$ cat src/rtl/io_pkg.sv
// Shared definitions for the CPU-side IO handshake blocks (input and output buffers).
package io_pkg;
  localparam int IO_WIDTH = 16;

  typedef enum logic [1:0] {
    IO_IDLE     = 2'd0,
    IO_ACK      = 2'd1,
    IO_WAIT_LOW = 2'd2
  } io_state_t;
endpackage

$ cat src/rtl/io_input_buffer_if.sv
// Producer push port plus CPU input-port handshake, grouped as one bus.
interface io_input_buffer_if
  import io_pkg::*;
#(
  parameter int WIDTH  = IO_WIDTH,
  parameter int ADDR_W = 3
);
  logic              wr_en;
  logic [WIDTH-1:0]  wr_data;
  logic              full;
  logic              empty;
  logic [ADDR_W:0]   count;
  logic              overflow;
  logic              inp_req;
  logic              inp_ack;
  logic [WIDTH-1:0]  inp_data;

  modport master (
    output wr_en, wr_data, inp_req,
    input  full, empty, count, overflow, inp_ack, inp_data
  );

  modport slave (
    input  wr_en, wr_data, inp_req,
    output full, empty, count, overflow, inp_ack, inp_data
  );
endinterface

$ cat src/rtl/io_input_buffer_fifo_ram.sv
// FIFO storage: register array, synchronous write, combinational read.
module fifo_ram
  import io_pkg::*;
#(
  parameter int WIDTH  = IO_WIDTH,
  parameter int DEPTH  = 8,
  parameter int ADDR_W = 3
) (
  input  logic              clk,
  input  logic              i_we,
  input  logic [ADDR_W-1:0] i_waddr,
  input  logic [WIDTH-1:0]  i_wdata,
  input  logic [ADDR_W-1:0] i_raddr,
  output logic [WIDTH-1:0]  o_rdata
);
  logic [WIDTH-1:0] r_mem [DEPTH];

  always_ff @(posedge clk) begin
    if (i_we) r_mem[i_waddr] <= i_wdata;
  end

  assign o_rdata = r_mem[i_raddr];
endmodule

$ cat src/rtl/io_input_buffer.sv
// Circular FIFO feeding the CPU input port; one word per request, one-cycle ack,
// then waits for the request to drop so a held inp_req cannot pop twice.
module io_input_buffer
  import io_pkg::*;
#(
  parameter int WIDTH  = IO_WIDTH,
  parameter int DEPTH  = 8,
  parameter int ADDR_W = 3
) (
  input logic              clk,
  input logic              rst,
  io_input_buffer_if.slave bus
);
  localparam logic [ADDR_W:0] FULL_CNT = (ADDR_W+1)'(DEPTH);

  logic [ADDR_W-1:0] r_wr_ptr, r_rd_ptr;
  logic [ADDR_W:0]   r_count;
  logic              r_ovf, r_ack;
  logic [WIDTH-1:0]  r_data;
  io_state_t         r_state;

  logic              w_full, w_empty, w_push, w_pop;
  logic [WIDTH-1:0]  w_rdata;

  assign w_full  = (r_count == FULL_CNT);
  assign w_empty = (r_count == '0);
  // Push decision uses the pre-edge count: a pop in the same cycle does not make room.
  assign w_push  = bus.wr_en && !w_full;
  assign w_pop   = (r_state == IO_IDLE) && bus.inp_req && !w_empty;

  fifo_ram #(.WIDTH(WIDTH), .DEPTH(DEPTH), .ADDR_W(ADDR_W)) u_ram (
    .clk     (clk),
    .i_we    (w_push),
    .i_waddr (r_wr_ptr),
    .i_wdata (bus.wr_data),
    .i_raddr (r_rd_ptr),
    .o_rdata (w_rdata)
  );

  always_ff @(posedge clk) begin
    if (rst) begin
      r_wr_ptr <= '0;
      r_rd_ptr <= '0;
      r_count  <= '0;
      r_ovf    <= 1'b0;
      r_ack    <= 1'b0;
      r_data   <= '0;
      r_state  <= IO_IDLE;
    end else begin
      if (w_push) r_wr_ptr <= r_wr_ptr + 1'b1;
      if (bus.wr_en && w_full) r_ovf <= 1'b1;

      unique case ({w_push, w_pop})
        2'b10:   r_count <= r_count + 1'b1;
        2'b01:   r_count <= r_count - 1'b1;
        default: r_count <= r_count;
      endcase

      unique case (r_state)
        IO_IDLE: begin
          if (w_pop) begin
            r_data   <= w_rdata;
            r_ack    <= 1'b1;
            r_rd_ptr <= r_rd_ptr + 1'b1;
            r_state  <= IO_ACK;
          end else begin
            r_ack    <= 1'b0;
          end
        end
        IO_ACK: begin
          r_ack   <= 1'b0;
          r_state <= bus.inp_req ? IO_WAIT_LOW : IO_IDLE;
        end
        IO_WAIT_LOW: begin
          if (!bus.inp_req) r_state <= IO_IDLE;
        end
        default: begin
          r_ack   <= 1'b0;
          r_state <= IO_IDLE;
        end
      endcase
    end
  end

  assign bus.full     = w_full;
  assign bus.empty    = w_empty;
  assign bus.count    = r_count;
  assign bus.overflow = r_ovf;
  assign bus.inp_ack  = r_ack;
  assign bus.inp_data = r_data;
endmodule

$ cat src/flat_wrapper.sv
// flat-port wrapper written by rule: the top's interface ports become plain ports
module io_input_buffer_flat import io_pkg::*;
#(
  parameter int WIDTH  = IO_WIDTH,
  parameter int DEPTH  = 8,
  parameter int ADDR_W = 3
)
  (clk, rst, bus_wr_en, bus_wr_data, bus_inp_req, bus_full, bus_empty, bus_count, bus_overflow, bus_inp_ack, bus_inp_data);
  io_input_buffer_if #(.WIDTH(WIDTH), .ADDR_W(ADDR_W)) bus_i ();
  input logic clk;
  input logic rst;
  input wire logic [$bits(bus_i.wr_en)-1:0] bus_wr_en;
  input wire logic [$bits(bus_i.wr_data)-1:0] bus_wr_data;
  input wire logic [$bits(bus_i.inp_req)-1:0] bus_inp_req;
  output wire logic [$bits(bus_i.full)-1:0] bus_full;
  output wire logic [$bits(bus_i.empty)-1:0] bus_empty;
  output wire logic [$bits(bus_i.count)-1:0] bus_count;
  output wire logic [$bits(bus_i.overflow)-1:0] bus_overflow;
  output wire logic [$bits(bus_i.inp_ack)-1:0] bus_inp_ack;
  output wire logic [$bits(bus_i.inp_data)-1:0] bus_inp_data;
  assign bus_i.wr_en = bus_wr_en;
  assign bus_i.wr_data = bus_wr_data;
  assign bus_i.inp_req = bus_inp_req;
  assign bus_full = bus_i.full;
  assign bus_empty = bus_i.empty;
  assign bus_count = bus_i.count;
  assign bus_overflow = bus_i.overflow;
  assign bus_inp_ack = bus_i.inp_ack;
  assign bus_inp_data = bus_i.inp_data;
  io_input_buffer #(.WIDTH(WIDTH), .DEPTH(DEPTH), .ADDR_W(ADDR_W)) u_core (.clk(clk), .rst(rst), .bus(bus_i));
endmodule
$ cat config.mk
export PLATFORM = sky130hd
export DESIGN_NAME = io_input_buffer_flat
export DESIGN_NICKNAME = d
export VERILOG_FILES = /design/src/rtl/io_pkg.sv /design/src/rtl/io_input_buffer_if.sv /design/src/rtl/io_input_buffer_fifo_ram.sv /design/src/rtl/io_input_buffer.sv /design/src/flat_wrapper.sv
export SDC_FILE = /design/constraint.sdc
export NUM_CORES = 1
export LEC_CHECK = 0
export CAP_MARGIN = 20
export CORE_UTILIZATION = 55
export CTS_CLUSTER_SIZE = 24
export DETAILED_ROUTE_END_ITERATION = 6
export PLACE_DENSITY = 0.74
export SYNTH_ARGS = -nofsm -noshare
export SYNTH_HDL_FRONTEND = slang
export SYNTH_SLANG_ARGS = --single-unit
$ cat constraint.sdc
create_clock -name clk -period 5.76 [get_ports clk]
set_input_delay 1.44 -clock clk [delete_from_list [all_inputs] [get_ports clk]]
set_output_delay 1.44 -clock clk [all_outputs]
set_load 0.02 [all_outputs]
==> results of run 1 <==
==> power by group <==
part / total (mW) / switching, mW / internal, mW
registers: 1.42 / 0.0691 / 1.35
clock network: 1.09 / 0.434 / 0.658
logic: 0.778 / 0.415 / 0.363
total: 3.29 / 0.918 / 2.37
==> cell type report <==
| cell class | count | area, sq um | share of cell area |
|---|---|---|---|
| multi-input combinational | 147 | 1510 | 0.209 |
| tap | 136 | 170 | 0.0235 |
| clock buffer | 23 | 542 | 0.0748 |
| sequential | 158 | 4450 | 0.614 |
| inverter | 4 | 15.0 | 0.00207 |
| clock inverter | 9 | 65.1 | 0.00898 |
| timing repair buffer | 51 | 490 | 0.0677 |
==> how the worst min path moves through the flow <==
stage	startpoint	to
6_report	u_core.bus.overflow$_SDFFE_PP0P_	u_core.bus.overflow$_SDFFE_PP0P_
5_1_grt	u_core.bus.inp_data[15]$_SDFFE_PP0P_	u_core.bus.inp_data[15]$_SDFFE_PP0P_
4_1_cts	u_core.bus.overflow$_SDFFE_PP0P_	u_core.bus.overflow$_SDFFE_PP0P_
3_5_place_dp	u_core.bus.overflow$_SDFFE_PP0P_	u_core.bus.overflow$_SDFFE_PP0P_
3_3_place_gp	u_core.bus.overflow$_SDFFE_PP0P_	u_core.bus.overflow$_SDFFE_PP0P_
2_1_floorplan	u_core.r_state[0]$_SDFFE_PP0P_	u_core.r_state[0]$_SDFFE_PP0P_
==> layer usage <==
metal | vias to the layer above | track usage | share of wire
met5 | - | 0 | 0
met4 | 0 | 0.0910 | 0.015
met3 | 15 | 0.0553 | 0.071
met2 | 131 | 0.363 | 0.51
met1 | 1575 | 0.298 | 0.40
li1 | 1399 | - | -
==> cell usage in the layout, fill, tap and decap left out, drive strengths merged, types with 4 or more instances in the layout <==
cell | Yosys | layout
edfxtp | 128 | 128
clkdlybuf4s50 | 0 | 43
mux4 | 32 | 32
dfxtp | 30 | 30
nor2 | 29 | 29
clkbuf | 8 | 23
nor3 | 20 | 20
o22ai | 16 | 16
buf | 10 | 8
inv | 4 | 7
nand3 | 6 | 6
xor2 | 5 | 5
ha | 5 | 5
a21oi | 4 | 4
nand2 | 4 | 4
clkinv | 0 | 4
==> tightest hold or removal path, delay by kind of cell, from the launching register on <==
kind             cells  cell delay [ns]
flip-flops           1             0.33
AND/OR/NAND/NOR      1             0.07
AO/OA/AOI/OAI        1             0.04
==> cells by family (layout without fill, tap and decap cells) <==
family	after synthesis	in the layout
adders and majority gates	5	5
DFF	158	158
buffers and inverters	22	87
xor gates and xnor gates	8	8
and+or+nand+nor	74	74
muxes	35	35
AOI/OAI and AO/OA	25	25
==> registers in the layout, summed over array words and instances (netlist names) <==
signal	count
u_core.u_ram.r_mem	128
u_core.bus.inp_data	16
u_core.bus.count	4
u_core.r_rd_ptr	3
u_core.r_wr_ptr	3
u_core.r_state	2
u_core.bus.inp_ack	1
u_core.bus.overflow	1
==> stage by stage <==
stage / instance area [sq um] / cells
final: 7240 / 528
after global routing: 7240 / 528
after CTS: 7240 / 528
after detailed placement: 6640 / 496
after global placement: 6640 / 496
after floorplan: 6040 / 327
==> flow_metrics.env, run 1 <==
export IMPL_status="finished clean"
export IMPL_die_h_microns=107
export IMPL_synthArstFlopShare=0
export IMPL_die_w_microns=107
export IMPL_whs_ns=0.472
export IMPL_crit_family="buffers and inverters"
export IMPL_vias=3120
export IMPL_rr_endpoint="u_core.bus.count[2]$_SDFFE_PP0P_"
export IMPL_die_area_sq_um=11400
export IMPL_crit_fanout=9
export IMPL_crit_chain="or4b_1 > inv_1 > clkdlybuf4s50_1"
export IMPL_antenna_found_initial=0
export IMPL_place_congestion=0.696
export IMPL_reg2reg_from="u_core.bus.count[1]$_SDFFE_PP0P_"
export IMPL_cts_tree="built"
export IMPL_rsz0062_at_grt="no"
export IMPL_ir_worst_vdd_v=0.000304
export IMPL_hpwl_microns=6210
export IMPL_required_ns=4.32
export IMPL_cts_hold_buf=0
export IMPL_dp_slack_ns=1.54
export IMPL_drv_slew=0
export IMPL_hold_path_cell_count=2
export IMPL_synth_top_cell_by_area="edfxtp_1"
export IMPL_cp_endpoint="bus_full"
export IMPL_worst_setup_path_end_kind="output port"
export IMPL_period_needed_ns=3.75
export IMPL_synth_compound_area_frac=0.0247
export IMPL_synth_top_family_by_area="multiplexers"
export IMPL_clock_sinks=158
export IMPL_cp_start_kind="flip-flop"
export IMPL_setup_tns_ns=0
export IMPL_r2r_cells=9
export IMPL_ys_flop_type="edfxtp_1"
export IMPL_power_density_nw_per_um2=454
export IMPL_syn_to_final_growth_pct=20.0
export IMPL_worst_slack_ns=2.01
export IMPL_synth_nets=352
export IMPL_hold_violations=0
export IMPL_viasPerCell=5.91
export IMPL_wl_per_cell_microns=21.6
export IMPL_clock_skew_ns=0.00545
export IMPL_hold_path_class="flip-flop to flip-flop"
export IMPL_cp_num_buf_inv=2
export IMPL_crit_start="u_core.bus.count[1]$_SDFFE_PP0P_"
export IMPL_synthSimpleGateAreaFrac=0.0721
export IMPL_cp_num_cells=3
export IMPL_slew_headroom=0.286
export IMPL_worst_pin_slew_ns=1.07
export IMPL_ctsRootBufferMaster="clkbuf_8"
export IMPL_crit_arrival_ns=2.31
export IMPL_synth_fa_ha_area_frac=0.0104
export IMPL_grt_pass1_vias=3230
export IMPL_clk_pin_slew_worst_paths_ns=0.06
export IMPL_ys_seq_elements=158
export IMPL_cts_buffer_depth=2
export IMPL_setup_violations=0
export IMPL_h_tree_depth=4
export IMPL_synth_xor_area_share=0.0116
export IMPL_grt_pass1_wl_microns=18000
export IMPL_portBuffers=43
export IMPL_fin_nets=404
export IMPL_final_util=0.692
export IMPL_cts_resized=0
export IMPL_clkLatencyLatePin_ns=0.52
export IMPL_ys_warnings_count=0
export IMPL_timing_final_crit_share=0.650
export IMPL_syn_avg_cell_area_sq_um=18.5
export IMPL_drive_gt1_frac=0.242
export IMPL_cp_slowest_cell="or4b_1"
export IMPL_fmax_ghz=0.267
export IMPL_drt_initial_drc_count=279
export IMPL_io_pins=44
export IMPL_track_usage=0.225
export IMPL_slowest_delay_ns=0.67
export IMPL_initial_core_util=0.577
export IMPL_synth_top_cells_by_count="128 x edfxtp_1, 32 x mux4_2, 30 x dfxtp_1, 29 x nor2_1, 16 x o22ai_1"
export IMPL_cts_setup_buffers=0
export IMPL_grt_overflow=0
export IMPL_ys_seq_area_frac=0.736
export IMPL_antennaDiodeCount=0
export IMPL_fp_coreArea_sq_um=10500
export IMPL_synth_mux_area_frac=0.125
export IMPL_drt_total_wl_microns=11400
export IMPL_yosysMostFrequentCell="edfxtp_1"
export IMPL_synth_area_sq_um=6040
export IMPL_cts_buffers=17
export IMPL_yosysTopAreaCellShare=0.637
export IMPL_synth_edf_count=128
export IMPL_synthCells=327
export IMPL_ff2ff_setup_slack_ns=3.06
export IMPL_critPathKind="flip-flop to output port"
export IMPL_drtAntennaViolNets=0
export IMPL_row_count=37
export IMPL_grt_max_degree=35
export IMPL_drt_pass1_iter_count=4
export IMPL_netlist_top_cells_area="edfxtp_1 64%, mux4_2 12%, dfxtp_1 10%"
export IMPL_fillers=671
export IMPL_maxCapViolCount=0
export IMPL_synth_cell_types=36
export IMPL_power_total_mw=3.29
export IMPL_drc=0
export IMPL_p_leak_nw=2.35
Note: power is estimated with default switching activity, not from simulation.
==> run 2, diff against run 1 <==
==> constraint.sdc (replaced) <==
create_clock -name clk -period 3.8 [get_ports clk]
set_input_delay 0.95 -clock clk [delete_from_list [all_inputs] [get_ports clk]]
set_output_delay 0.95 -clock clk [all_outputs]
set_load 0.02 [all_outputs]
==> run 2 against run 1 <==
Critical endpoint unchanged. Critical path type unchanged. Routed wire length shrank 5.2%. Combinational power grew 52%. Sequential cell count is the same. Clock-buffer cell count shrank 6. Largest cell class unchanged. Hold slack gained 0.017 ns. Sequential share of layout area shrank 0.27 points. First-iteration DRC count shrank 25%. Final cell count grew 1.7%. Core utilization grew 0.31 points. Sequential power grew 51%.
==> flow_metrics.env, run 2 (same netlist as run 1, synthesis figures left out) <==
export IMPL_status="finished clean"
export IMPL_row_count=37
export IMPL_required_ns=2.85
export IMPL_cts_setup_buffers=0
export IMPL_place_congestion=0.747
export IMPL_r2r_cells=9
export IMPL_crit_fanout=9
export IMPL_cts_hold_buf=0
export IMPL_syn_to_final_growth_pct=20.5
export IMPL_power_density_nw_per_um2=688
export IMPL_grt_overflow=0
export IMPL_clkLatencyLatePin_ns=0.52
export IMPL_largest_reg_flops=128
export IMPL_timing_final_crit_share=0.851
export IMPL_hold_path_cell_count=2
export IMPL_clk_pin_slew_worst_paths_ns=0.07
export IMPL_h_tree_depth=4
export IMPL_p_clk_frac=0.335
export IMPL_fmax_ghz=0.309
export IMPL_grt_pass1_vias=3191
export IMPL_antenna_found_initial=0
export IMPL_p_leak_nw=2.40
export IMPL_final_util=0.695
export IMPL_die_area_sq_um=11400
export IMPL_cts_resized=0
export IMPL_worst_pin_slew_ns=0.877
export IMPL_power_switching_share=0.287
export IMPL_drt_pass1_iter_count=4
export IMPL_initial_core_util=0.577
export IMPL_hold_path_endpoint="u_core.bus.inp_data[15]$_SDFFE_PP0P_"
export IMPL_final_cell_mix="128 x edfxtp_1, 43 x clkdlybuf4s50_1, 32 x mux4_2, 29 x nor2_1, 29 x dfxtp_1"
export IMPL_setup_tns_ns=0
export IMPL_period_needed_ns=3.24
export IMPL_crit_family="buffers and inverters"
export IMPL_p_comb_frac=0.237
export IMPL_drt_initial_drc_count=209
export IMPL_cts_tree="built"
export IMPL_wl_per_cell_microns=20.1
export IMPL_drv_slew=0
export IMPL_cts_buffer_depth=2
export IMPL_drc=0
export IMPL_grt_max_degree=35
export IMPL_io_pins=44
export IMPL_die_h_microns=107
export IMPL_crit_chain="or4b_1 > inv_1 > clkdlybuf4s50_1"
export IMPL_crit_arrival_ns=2.29
export IMPL_cts_buffers=17
export IMPL_die_w_microns=107
export IMPL_maxCapViolCount=0
export IMPL_p_int_mw=3.57
export IMPL_clock_sinks=158
export IMPL_ir_worst_vdd_v=0.000531
export IMPL_worst_setup_path_end_kind="output port"
export IMPL_fp_coreArea_sq_um=10500
export IMPL_setup_violations=0
export IMPL_hold_path_class="flip-flop to flip-flop"
export IMPL_vias=3113
export IMPL_ff2ff_setup_slack_ns=1.11
export IMPL_cp_num_buf_inv=2
export IMPL_slew_headroom=0.414
export IMPL_slowest_delay_ns=0.66
export IMPL_rr_endpoint="u_core.bus.count[2]$_SDFFE_PP0P_"
export IMPL_viasPerCell=5.80
export IMPL_seqPwrFrac=0.428
export IMPL_track_usage=0.212
export IMPL_net_switching_power_mw=1.44
export IMPL_antennaDiodeCount=0
export IMPL_grt_pass1_wl_microns=17300
export IMPL_drtAntennaViolNets=0
export IMPL_regMostFlops="u_core.u_ram.r_mem"
export IMPL_ctsRootBufferMaster="clkbuf_8"
export IMPL_min_from="u_core.bus.inp_data[15]$_SDFFE_PP0P_"
export IMPL_rsz0062_at_grt="no"
export IMPL_fin_nets=413
export IMPL_drive_gt1_frac=0.257
export IMPL_cp_start_kind="flip-flop"
export IMPL_drt_total_wl_microns=10800
export IMPL_clock_skew_ns=0.0105
export IMPL_hpwl_microns=6460
export IMPL_hold_violations=0
export IMPL_mostFrequentLayoutCell="edfxtp_1"
export IMPL_portBuffers=43
export IMPL_cp_slowest_cell="or4b_1"
export IMPL_crit_start="u_core.bus.count[1]$_SDFFE_PP0P_"
export IMPL_reg2reg_from="u_core.bus.count[1]$_SDFFE_PP0P_"
export IMPL_critPathKind="flip-flop to output port"
-- run 2: changes by cell type in the layout (fill, tap and decap cells not counted), sizes merged --
cell      before  now
inv            7   13
bufinv         0    2
clkinvlp       2    0
buf            8   17
clkbuf        23   17
-- run 2: power by group through the flow --
stage / registers, mW / logic [mW] / clock network, mW
finish: 2.14 / 1.18 / 1.68
floorplan: 2.26 / 0.728 / 0
global placement: 2.17 / 1.18 / 0
detailed placement: 2.18 / 1.20 / 0
global route: 2.16 / 1.28 / 1.76
CTS: 2.14 / 1.20 / 1.70
-- run 2: area by class of cell --
class	instances	area [sq um]
repair buffers	60	558
well taps	136	170
clock buffers	17	414
fillers	687	3190
multi-input cells	147	1500
clock inverters	15	176
inverters	4	15.0
flip-flops and latches	158	4450
-- run 2: worst register-to-register path, stage by stage, from the launching register on --
cell and delay [ns]:
dfxtp_1 0.39, or4b_1 0.66, nand2_2 0.24, ha_1 0.29, xor2_1 0.17, ha_1 0.16, a21oi_1 0.05, xor2_1 0.16
or3_1 0.30, a21oi_1 0.17
-- run 2: metal layers --
layer | global-route usage | vias up | share of wire
li1 | - | 1418 | -
met5 | 0 | - | 0
met4 | 0.0793 | 0 | 0.014
met2 | 0.329 | 123 | 0.50
met3 | 0.0608 | 14 | 0.087
met1 | 0.287 | 1558 | 0.40
-- run 2: metrics by stage --
| stage | cell area, sq um | instances | hold slack [ns] | worst slack, ns | total power [mW] |
|---|---|---|---|---|---|
| final | 7270 | 537 | 0.489 | 0.565 | 5.00 |
| after global routing | 7270 | 537 | 0.518 | 0.460 | 5.21 |
| after CTS | 7270 | 537 | 0.494 | 0.548 | 5.04 |
| after detailed placement | 6680 | 505 | 0.480 | 0.502 | 3.37 |
| after global placement | 6680 | 505 | 0.463 | 0.569 | 3.35 |
| after floorplan | 6040 | 327 | 0.462 | 0.714 | 2.99 |
-- run 2: how the worst max path moves through the flow --
stage                                  endpoint  slack [ns]  cells after the start
4_1_cts                                bus_full        0.55                      3
6_report                               bus_full        0.56                      3
3_3_place_gp   u_core.bus.count[2]$_SDFFE_PP0P_        0.57                     10
5_1_grt                                bus_full        0.46                      3
2_1_floorplan  u_core.bus.count[3]$_SDFFE_PP0P_        0.71                      9
3_5_place_dp   u_core.bus.count[2]$_SDFFE_PP0P_        0.50                     10
==> run 3, diff against run 2 <==
--- a/config.mk
+++ b/config.mk
@@ -10,6 +10,7 @@
 export CTS_CLUSTER_SIZE = 24
 export DETAILED_ROUTE_END_ITERATION = 6
 export PLACE_DENSITY = 0.74
+export SKIP_CTS_REPAIR_TIMING = 1
 export SYNTH_ARGS = -nofsm -noshare
 export SYNTH_HDL_FRONTEND = slang
 export SYNTH_SLANG_ARGS = --single-unit
==> results of run 3 <==
The final DEF is identical to that of run 2; final timing and power are the same.
